[src/rtl/hazard_scoreboard.sv]
// Load-use hazard scoreboard for a 5-stage pipeline: tracks EX/MEM/WB destination
// writes, feeds the forwarding unit, and drives stall/bubble controls plus a stall counter.
module hazard_scoreboard #(
   parameter int unsigned REG_BITS  = 3,
   parameter int unsigned CNT_WIDTH = 16
) (
   input  logic                       clk,
   input  logic                       rst,
   input  logic                       id_valid,
   input  logic [REG_BITS-1:0]        id_rs,
   input  logic [REG_BITS-1:0]        id_rt,
   input  logic                       id_rs_used,
   input  logic                       id_rt_used,
   input  logic [REG_BITS-1:0]        id_rd,
   input  logic                       id_regWrite,
   input  logic                       id_memRead,
   input  logic                       flush,
   input  logic                       mem_busy,
   output logic [REG_BITS-1:0]        exmem_rd,
   output logic                       exmem_regWrite,
   output logic [REG_BITS-1:0]        memwb_rd,
   output logic                       memwb_regWrite,
   output logic [(1<<REG_BITS)-1:0]   busy,
   output logic                       stall,
   output logic                       pc_write_en,
   output logic                       ifid_write_en,
   output logic                       idex_bubble,
   output logic [CNT_WIDTH-1:0]       stall_count
);

   localparam int unsigned NREGS = 1 << REG_BITS;

   typedef struct packed {
      logic                v;
      logic [REG_BITS-1:0] rd;
      logic                wr;
      logic                ld;
   } slot_t;

   // The load flag is never consulted once an entry leaves MEM, so WB drops it.
   typedef struct packed {
      logic                v;
      logic [REG_BITS-1:0] rd;
      logic                wr;
   } wb_slot_t;

   slot_t                ex_q,  ex_d;
   slot_t                mem_q, mem_d;
   wb_slot_t             wb_q,  wb_d;
   logic [CNT_WIDTH-1:0] cnt_q, cnt_d;

   logic rs_hit, rt_hit, hz, issue;

   always_comb begin
      rs_hit = id_rs_used & (id_rs == ex_q.rd);
      rt_hit = id_rt_used & (id_rt == ex_q.rd);
      hz     = id_valid & ~flush & ex_q.v & ex_q.wr & ex_q.ld & (rs_hit | rt_hit);
      issue  = id_valid & ~hz & ~flush;
   end

   assign stall          = hz | mem_busy;
   assign pc_write_en    = ~stall;
   assign ifid_write_en  = ~stall;
   assign idex_bubble    = (hz | flush) & ~mem_busy;

   assign exmem_rd       = mem_q.rd;
   assign exmem_regWrite = mem_q.v & mem_q.wr;
   assign memwb_rd       = wb_q.rd;
   assign memwb_regWrite = wb_q.v & wb_q.wr;
   assign stall_count    = cnt_q;

   always_comb begin
      busy = '0;
      for (int unsigned i = 0; i < NREGS; i++) begin
         if (ex_q.v  && ex_q.wr  && ex_q.rd  == REG_BITS'(i)) busy[i] = 1'b1;
         if (mem_q.v && mem_q.wr && mem_q.rd == REG_BITS'(i)) busy[i] = 1'b1;
         if (wb_q.v  && wb_q.wr  && wb_q.rd  == REG_BITS'(i)) busy[i] = 1'b1;
      end
   end

   always_comb begin
      ex_d  = ex_q;
      mem_d = mem_q;
      wb_d  = wb_q;
      cnt_d = cnt_q;
      if (!mem_busy) begin
         wb_d  = '{v: mem_q.v, rd: mem_q.rd, wr: mem_q.wr};
         mem_d = ex_q;
         ex_d  = '0;
         if (issue) begin
            ex_d = '{v: 1'b1, rd: id_rd, wr: id_regWrite, ld: id_memRead};
         end
         if (hz && (cnt_q != '1)) begin
            cnt_d = cnt_q + CNT_WIDTH'(1);
         end
      end
   end

   always_ff @(posedge clk or posedge rst) begin
      if (rst) begin
         ex_q  <= '0;
         mem_q <= '0;
         wb_q  <= '0;
         cnt_q <= '0;
      end else begin
         ex_q  <= ex_d;
         mem_q <= mem_d;
         wb_q  <= wb_d;
         cnt_q <= cnt_d;
      end
   end

endmodule
[config.mk]
export PLATFORM = sky130hd
export DESIGN_NAME = hazard_scoreboard
export DESIGN_NICKNAME = d
export VERILOG_FILES = /design/src/rtl/hazard_scoreboard.sv
export SDC_FILE = /design/constraint.sdc
export NUM_CORES = 1
export LEC_CHECK = 0
export CAP_MARGIN = 0
export CORE_ASPECT_RATIO = 2
export CORE_MARGIN = 8
export CORE_UTILIZATION = 51
export DETAILED_ROUTE_END_ITERATION = 10
export PLACE_DENSITY = 0.85
export RECOVER_POWER = 50
export SETUP_SLACK_MARGIN = 0.05
export SLEW_MARGIN = 10
export SYNTH_ARGS = -nofsm -noshare
export SYNTH_HDL_FRONTEND = slang
export SYNTH_SLANG_ARGS = --single-unit
[constraint.sdc]
create_clock -name clk -period 3.3 [get_ports clk]
set_input_delay 0.99 -clock clk [delete_from_list [all_inputs] [get_ports clk]]
set_output_delay 0.99 -clock clk [all_outputs]
set_load 0.05 [all_outputs]
==> results.json, run 1 <==
{
  "run_status": "finished, violations left",
  "failing_checks": "capacitance limit, slew limit",
  "leakage_nw": 1.23,
  "grt_setup_unrepaired": "no",
  "synth.top_cells.by_area": "sky130_fd_sc_hd__dfrtp_1, sky130_fd_sc_hd__xnor2_1, sky130_fd_sc_hd__mux2_2",
  "synthesis.yosys.warnings": 0,
  "gr-total-overflow": 0,
  "die_area_um2": 5960,
  "p_comb_share_pct": 18.3,
  "total_switching_power_w": 0.000268,
  "worst-endpoint-arrival_ns": 2.21,
  "clock_tree_from_tritoncts": "done",
  "drt_iter0_markers": 14,
  "maxSlewHeadroom_pct": -13.1,
  "postSynth.topFlopCell": "sky130_fd_sc_hd__dfrtp_1",
  "synth.largest_area_cell": "sky130_fd_sc_hd__dfrtp_1",
  "post-route-cell-area_um2": 2670,
  "period_minus_slack_ns": 3.20,
  "power.internal_w": 0.000715,
  "critical-path-top-delay-family": "buffers and inverters",
  "synth-seq-area-share_pct": 43.0,
  "die-height_um": 101,
  "min-delay-path-class": "flop to flop",
  "mappedNetlistNets": 195,
  "number_of_antenna_violations_at_the_first_check_in_global_routing": 0,
  "drc_errors": 0,
  "timing_hold_violations_final": 0,
  "netlist-cell-type-count": 27,
  "timing.critical_path.required_ns": 2.31,
  "post_synth.cell_area_avg_um2": 10.6,
  "worstPathCellList": "dlygate4sd3_1 -> or2_4 -> buf_4 -> buf_12",
  "finalWeightedCongestion": 0.826,
  "slew_viol_final": 33,
  "cts_htree_levels": 2,
  "power_density_nw_per_um2": 368,
  "swShare_pct": 27.2,
  "cap_viol_max_count": 1,
  "cts_root_buffer": "sky130_fd_sc_hd__clkbuf_8",
  "fraction_of_final_layout_cells_with_drive_strength_greater_than_1_pct": 21.4,
  "dp_hpwl_um": 3990,
  "core.rowCount": 31,
  "post_dr_vias_cell": 5.55,
  "global_route.usage.total_pct": 18.2,
  "synth_top_area_share_pct": 43.0,
  "die-width_um": 58.7,
  "slowest_stage": "sky130_fd_sc_hd__dlygate4sd3_1",
  "filler_cell_count": 268,
  "synth-edff-count": 0,
  "asyncSetResetFlopFracSynth_pct": 100,
  "timing.fmax_ghz": 0.312,
  "initial_core_util_pct": 52.2,
  "tightestPinTransition_ns": 1.70,
  "clock_path_buffers": 2,
  "yosys.cell_count.top_type": "sky130_fd_sc_hd__dfrtp_1",
  "grt_start_max_net_pins": 33,
  "floorplan_core_area_um2": 3570,
  "pwr-share-clk_pct": 37.5,
  "ys_seq_elements": 32,
  "io_buffers": 53,
  "clk-insertion-delay-late_ns": 0.28,
  "skew_ns": 0.00710,
  "area_growth_pct": 43.3,
  "num_io_pins": 54,
  "tritoncts.num_buffers": 5,
  "timing.setup.critical_path_class": "primary input to primary output",
  "fin_nets": 252,
  "route.antenna.remaining_nets": 0,
  "max-vdd-ir-drop_mv": 0.358,
  "final_min_period_over_clock_period_pct": 97.0,
  "cts.sinks": 32,
  "diodes": 0,
  "cp_max_fo": 7,
  "fin_tns_setup_ns": 0,
  "timing.critical_path.from_type": "primary input",
  "routed_wl_um": 5050,
  "cts.clk_slew.worst_paths_ns": 0.06,
  "syn_inst": 176,
  "critPathBufInv": 3,
  "timing.final.setup_violations": 0,
  "cpPeakStageDelay_ns": 0.65,
  "drtPass1Iterations": 4,
  "post_synth_instance_area_um2": 1860,
  "route.vias.total": 1570,
  "grt_first_pass_wirelength_um": 8400,
  "ctsHoldBuffers": 0,
  "pwr-share-seq_pct": 44.2,
  "vias_in_the_first_global_route": 1723,
  "worst_setup_path_end_kind": "primary output",
  "wl_per_cell_um": 17.8,
  "placed_area_um2": 2530,
  "synth_commonest_cells": "sky130_fd_sc_hd__dfrtp_1, sky130_fd_sc_hd__xnor2_1, sky130_fd_sc_hd__nor2b_1"
}
state kept, by name (all words and copies together), names as in the netlist:
| register | count |
|---|---|
| stall_count | 16 |
| ex_q | 6 |
| exmem_rd | 3 |
| memwb_rd | 3 |
| mem_q | 2 |
| wb_q | 2 |
through the flow:
stage	utilization, %	power [W]	hold WS [ns]	cells	worst slack, ns
global placement	70.9	0.000617	0.492	271	-0.127
finish	74.8	0.000983	0.516	283	0.0977
detailed placement	70.9	0.000626	0.504	271	-0.182
global route	74.8	0.00102	0.537	283	0.0422
floorplan	-	0.000566	0.479	176	-0.0530
CTS	74.9	0.000993	0.517	282	0.0617
cell usage in the layout (no fill, tap or decap), types with 6 or more instances in the layout:
master	synthesis	routed
sky130_fd_sc_hd__clkdlybuf4s50_1	0	33
sky130_fd_sc_hd__dlymetal6s2s_1	0	6
sky130_fd_sc_hd__nand4_1	12	12
sky130_fd_sc_hd__nand3_1	14	14
sky130_fd_sc_hd__xnor2_1	19	15
sky130_fd_sc_hd__nor2b_1	15	14
sky130_fd_sc_hd__mux2_2	11	11
sky130_fd_sc_hd__dlygate4sd2_1	0	6
sky130_fd_sc_hd__nand2_1	14	14
sky130_fd_sc_hd__a22oi_1	6	6
sky130_fd_sc_hd__buf_4	7	8
sky130_fd_sc_hd__and2_1	6	6
sky130_fd_sc_hd__nor2_1	7	7
sky130_fd_sc_hd__dfrtp_1	32	31
logic make-up after synthesis:
kind of cell             share of synthesized area, %
AO/OA/AOI/OAI                                    7.45
buffers and inverters                            6.25
XOR/XNOR                                         10.7
flip-flops                                       43.0
multiplexers                                     7.45
AND/OR/NAND/NOR                                  24.5
adder cells (fa/ha/maj)                         0.671
worst paths after layout:
kind                            slack [ns]                         from                     endpoint  cells past startpoint
worst max register to register        0.93          ex_q[3]$_DFFE_PP0N_          ex_q[5]$_DFFE_PP0N_                      7
max in group asynchronous             0.45                          rst          ex_q[2]$_DFFE_PP0N_                      3
worst min register to register        0.52  stall_count[10]$_DFFE_PP0P_  stall_count[10]$_DFFE_PP0P_                      1
worst max-delay path                   0.1                     mem_busy                        stall                      4
min in group asynchronous             1.74                          rst   stall_count[3]$_DFFE_PP0P_                      3
worst min-delay path                  0.52  stall_count[10]$_DFFE_PP0P_  stall_count[10]$_DFFE_PP0P_                      1
power by group through the flow:
| stage | clock network, W | registers (W) | logic (W) |
|---|---|---|---|
| final | 0.000368 | 0.000435 | 0.000180 |
| after global routing | 0.000389 | 0.000438 | 0.000191 |
| after CTS | 0.000374 | 0.000434 | 0.000185 |
| after detailed placement | 0 | 0.000442 | 0.000184 |
| after global placement | 0 | 0.000439 | 0.000177 |
| after floorplan | 0 | 0.000430 | 0.000136 |
per-layer routing:
layer / track usage, % / up-vias / wire length, um
met5: 0 / - / 0
met4: 7.61 / 0 / 103
met3: 4.45 / 9 / 222
met2: 34.3 / 66 / 2940
met1: 17.8 / 772 / 1780
li1: - / 723 / -
what timing repair did:
action / 4_1_cts / 5_1_grt
resized for setup: 13 / 11
pin swaps: 3 / 6
endpoints found under the setup margin: 4 / 7
setup buffers: 3 / 1
layout make-up:
class | instances | area [um2] | share of cell area, %
Multi-Input combinational cell | 128 | 1060 | 39.6
Clock buffer | 6 | 72.6 | 2.72
Sequential cell | 32 | 802 | 30.0
Clock inverter | 2 | 35.0 | 1.31
Tap cell | 49 | 61.3 | 2.30
Inverter | 2 | 11.3 | 0.422
Timing Repair Buffer | 64 | 629 | 23.6
worst reg2reg max path: stages, from the launching register on:
cell                       delay [ns]
sky130_fd_sc_hd__dfrtp_1         0.67
sky130_fd_sc_hd__xnor2_4         0.18
sky130_fd_sc_hd__nand4_4         0.13
sky130_fd_sc_hd__a21oi_4         0.19
sky130_fd_sc_hd__buf_4           0.13
sky130_fd_sc_hd__clkbuf_1        0.39
sky130_fd_sc_hd__nor2b_1         0.23
sky130_fd_sc_hd__mux2_2          0.32
Note: power is estimated with default switching activity, not from simulation.
==> run 2, diff against run 1 <==
--- a/config.mk
+++ b/config.mk
@@ -10,6 +10,7 @@
 export CORE_MARGIN = 8
 export CORE_UTILIZATION = 51
 export DETAILED_ROUTE_END_ITERATION = 10
+export MAX_ROUTING_LAYER = met4
 export PLACE_DENSITY = 0.85
 export RECOVER_POWER = 50
 export SETUP_SLACK_MARGIN = 0.05
==> run 2 against run 1 <==
The flow still finishes with violations (capacitance limit, slew limit); sequential cell count is the same; largest cell class unchanged; first-iteration DRC count rose by 36%; worst hold slack barely moved.
==> results.json, run 2 (synthesized netlist as in run 1, its figures left out) <==
{
  "routed_wl_um": 5040,
  "clock_tree_from_tritoncts": "done",
  "cap_viol_max_count": 1,
  "gr-total-overflow": 0,
  "cts_htree_levels": 2,
  "critical-path-top-delay-family": "buffers and inverters",
  "post_dr_vias_cell": 5.42,
  "finalWeightedCongestion": 0.839,
  "gr-usage-met2_pct": 34.3,
  "worst_slack_ns": 0.101,
  "slew_viol_final": 33,
  "critPathBufInv": 3,
  "io_buffers": 53,
  "timing.critical_path.from_type": "primary input",
  "grt_start_max_net_pins": 33,
  "met1_usage_pct": 17.8,
  "cts.clk_slew.worst_paths_ns": 0.06,
  "worstPathCellList": "dlygate4sd3_1 -> or2_4 -> buf_4 -> buf_12",
  "timing_hold_violations_final": 0,
  "groute.layer.met3.usage_pct": 4.20,
  "die_area_um2": 5960,
  "post-place-ws_ns": -0.182,
  "drt_iter0_markers": 19,
  "final_common_cell": "sky130_fd_sc_hd__clkdlybuf4s50_1",
  "period_minus_slack_ns": 3.20,
  "slowest_stage": "sky130_fd_sc_hd__dlygate4sd3_1",
  "worst-endpoint-arrival_ns": 2.21,
  "cp_max_fo": 7,
  "worst_setup_path_end_kind": "primary output",
  "number_of_antenna_violations_at_the_first_check_in_global_routing": 0,
  "maxSlewHeadroom_pct": -13.7,
  "drc_errors": 0,
  "route.vias.total": 1535,
  "area_growth_pct": 43.3,
  "clock_path_buffers": 2,
  "route.antenna.remaining_nets": 0,
  "core.rowCount": 31,
  "diodes": 0,
  "final_min_period_over_clock_period_pct": 97.0,
  "timing.setup.critical_path_class": "primary input to primary output",
  "totalPowerFinal_w": 0.000982,
  "grt_first_pass_wirelength_um": 8380,
  "die-height_um": 101,
  "failing_checks": "capacitance limit, slew limit",
  "fraction_of_final_layout_cells_with_drive_strength_greater_than_1_pct": 21.4,
  "initial_core_util_pct": 52.2,
  "cts.sinks": 32,
  "timing.final.setup_violations": 0,
  "leakage_nw": 1.23,
  "floorplan_core_area_um2": 3570,
  "cts_root_buffer": "sky130_fd_sc_hd__clkbuf_8",
  "power_density_nw_per_um2": 368,
  "min-delay-path-class": "flop to flop",
  "run_status": "finished, violations left",
  "tritoncts.num_buffers": 5,
  "tightestPinTransition_ns": 1.70,
  "most_frequent_cells_in_the_layout": "sky130_fd_sc_hd__clkdlybuf4s50_1, sky130_fd_sc_hd__dfrtp_1, sky130_fd_sc_hd__xnor2_1",
  "timing.fmax_ghz": 0.313,
  "clk-insertion-delay-late_ns": 0.28,
  "drtPass1Iterations": 4,
  "dp_hpwl_um": 3990,
  "top_usage_layer": "met2",
  "cpPeakStageDelay_ns": 0.64,
  "skew_ns": 0.00563,
  "wl_per_cell_um": 17.8,
  "num_io_pins": 54,
  "grt_setup_unrepaired": "no",
  "global_route.usage.total_pct": 18.7,
  "fin_nets": 252,
  "vias_in_the_first_global_route": 1723,
  "max-vdd-ir-drop_mv": 0.356,
  "timing.critical_path.required_ns": 2.31,
  "largest_register_ffs": 16,
  "die-width_um": 58.7
}
==> run 2: layout make-up <==
class,count,area (um2)
Clock inverter,2,35.0
Tap cell,49,61.3
Timing Repair Buffer,64,629
Clock buffer,6,72.6
Multi-Input combinational cell,128,1060
Fill cell,268,898
Inverter,2,11.3
Sequential cell,32,802
==> run 2: per-layer routing <==
| metal | part of all wire [%] | wire length, um | vias to the layer above |
|---|---|---|---|
| li1 | - | - | 723 |
| met1 | 36 | 1800 | 756 |
| met2 | 58 | 2930 | 46 |
| met3 | 3.8 | 191 | 10 |
| met4 | 2.2 | 111 | 0 |
| met5 | 0 | 0 | - |
==> run 2: path summary, 6_finish.rpt <==
path                                        startpoint                          end  slack [ns]  cells after the start
setup / recovery                              mem_busy                        stall        0.10                      4
hold / removal             stall_count[10]$_DFFE_PP0P_  stall_count[10]$_DFFE_PP0P_        0.52                      1
setup reg to reg                   ex_q[3]$_DFFE_PP0N_          ex_q[5]$_DFFE_PP0N_        0.94                      7
hold reg to reg            stall_count[10]$_DFFE_PP0P_  stall_count[10]$_DFFE_PP0P_        0.52                      1
max in group asynchronous                          rst          ex_q[2]$_DFFE_PP0N_        0.45                      3
min in group asynchronous                          rst   stall_count[3]$_DFFE_PP0P_        1.74                      3
==> run 2: metrics by stage <==
step                hold slack, ns  cells  util [%]  TNS (ns)  area (um2)
floorplan                    0.479    176         -   -0.0530        1990
global route                 0.537    283      74.8         0        2670
global placement             0.492    271      70.9    -0.477        2530
CTS                          0.517    282      74.9         0        2670
finish                       0.515    283      74.8         0        2670
detailed placement           0.504    271      70.9    -0.668        2530
==> run 2: repair_timing <==
action,CTS,global route
setup buffers,3,1
hold buffers,0,0
setup endpoints to repair,4,7
gates resized for setup,13,11
gates cloned,0,0
endpoints found under the hold margin,0,0
pin swaps,3,6
==> run 2: where the power goes <==
group	internal, W	switching (W)
Sequential	0.000409	0.0000259
Combinational	0.0000828	0.0000974
Clock	0.000224	0.000143
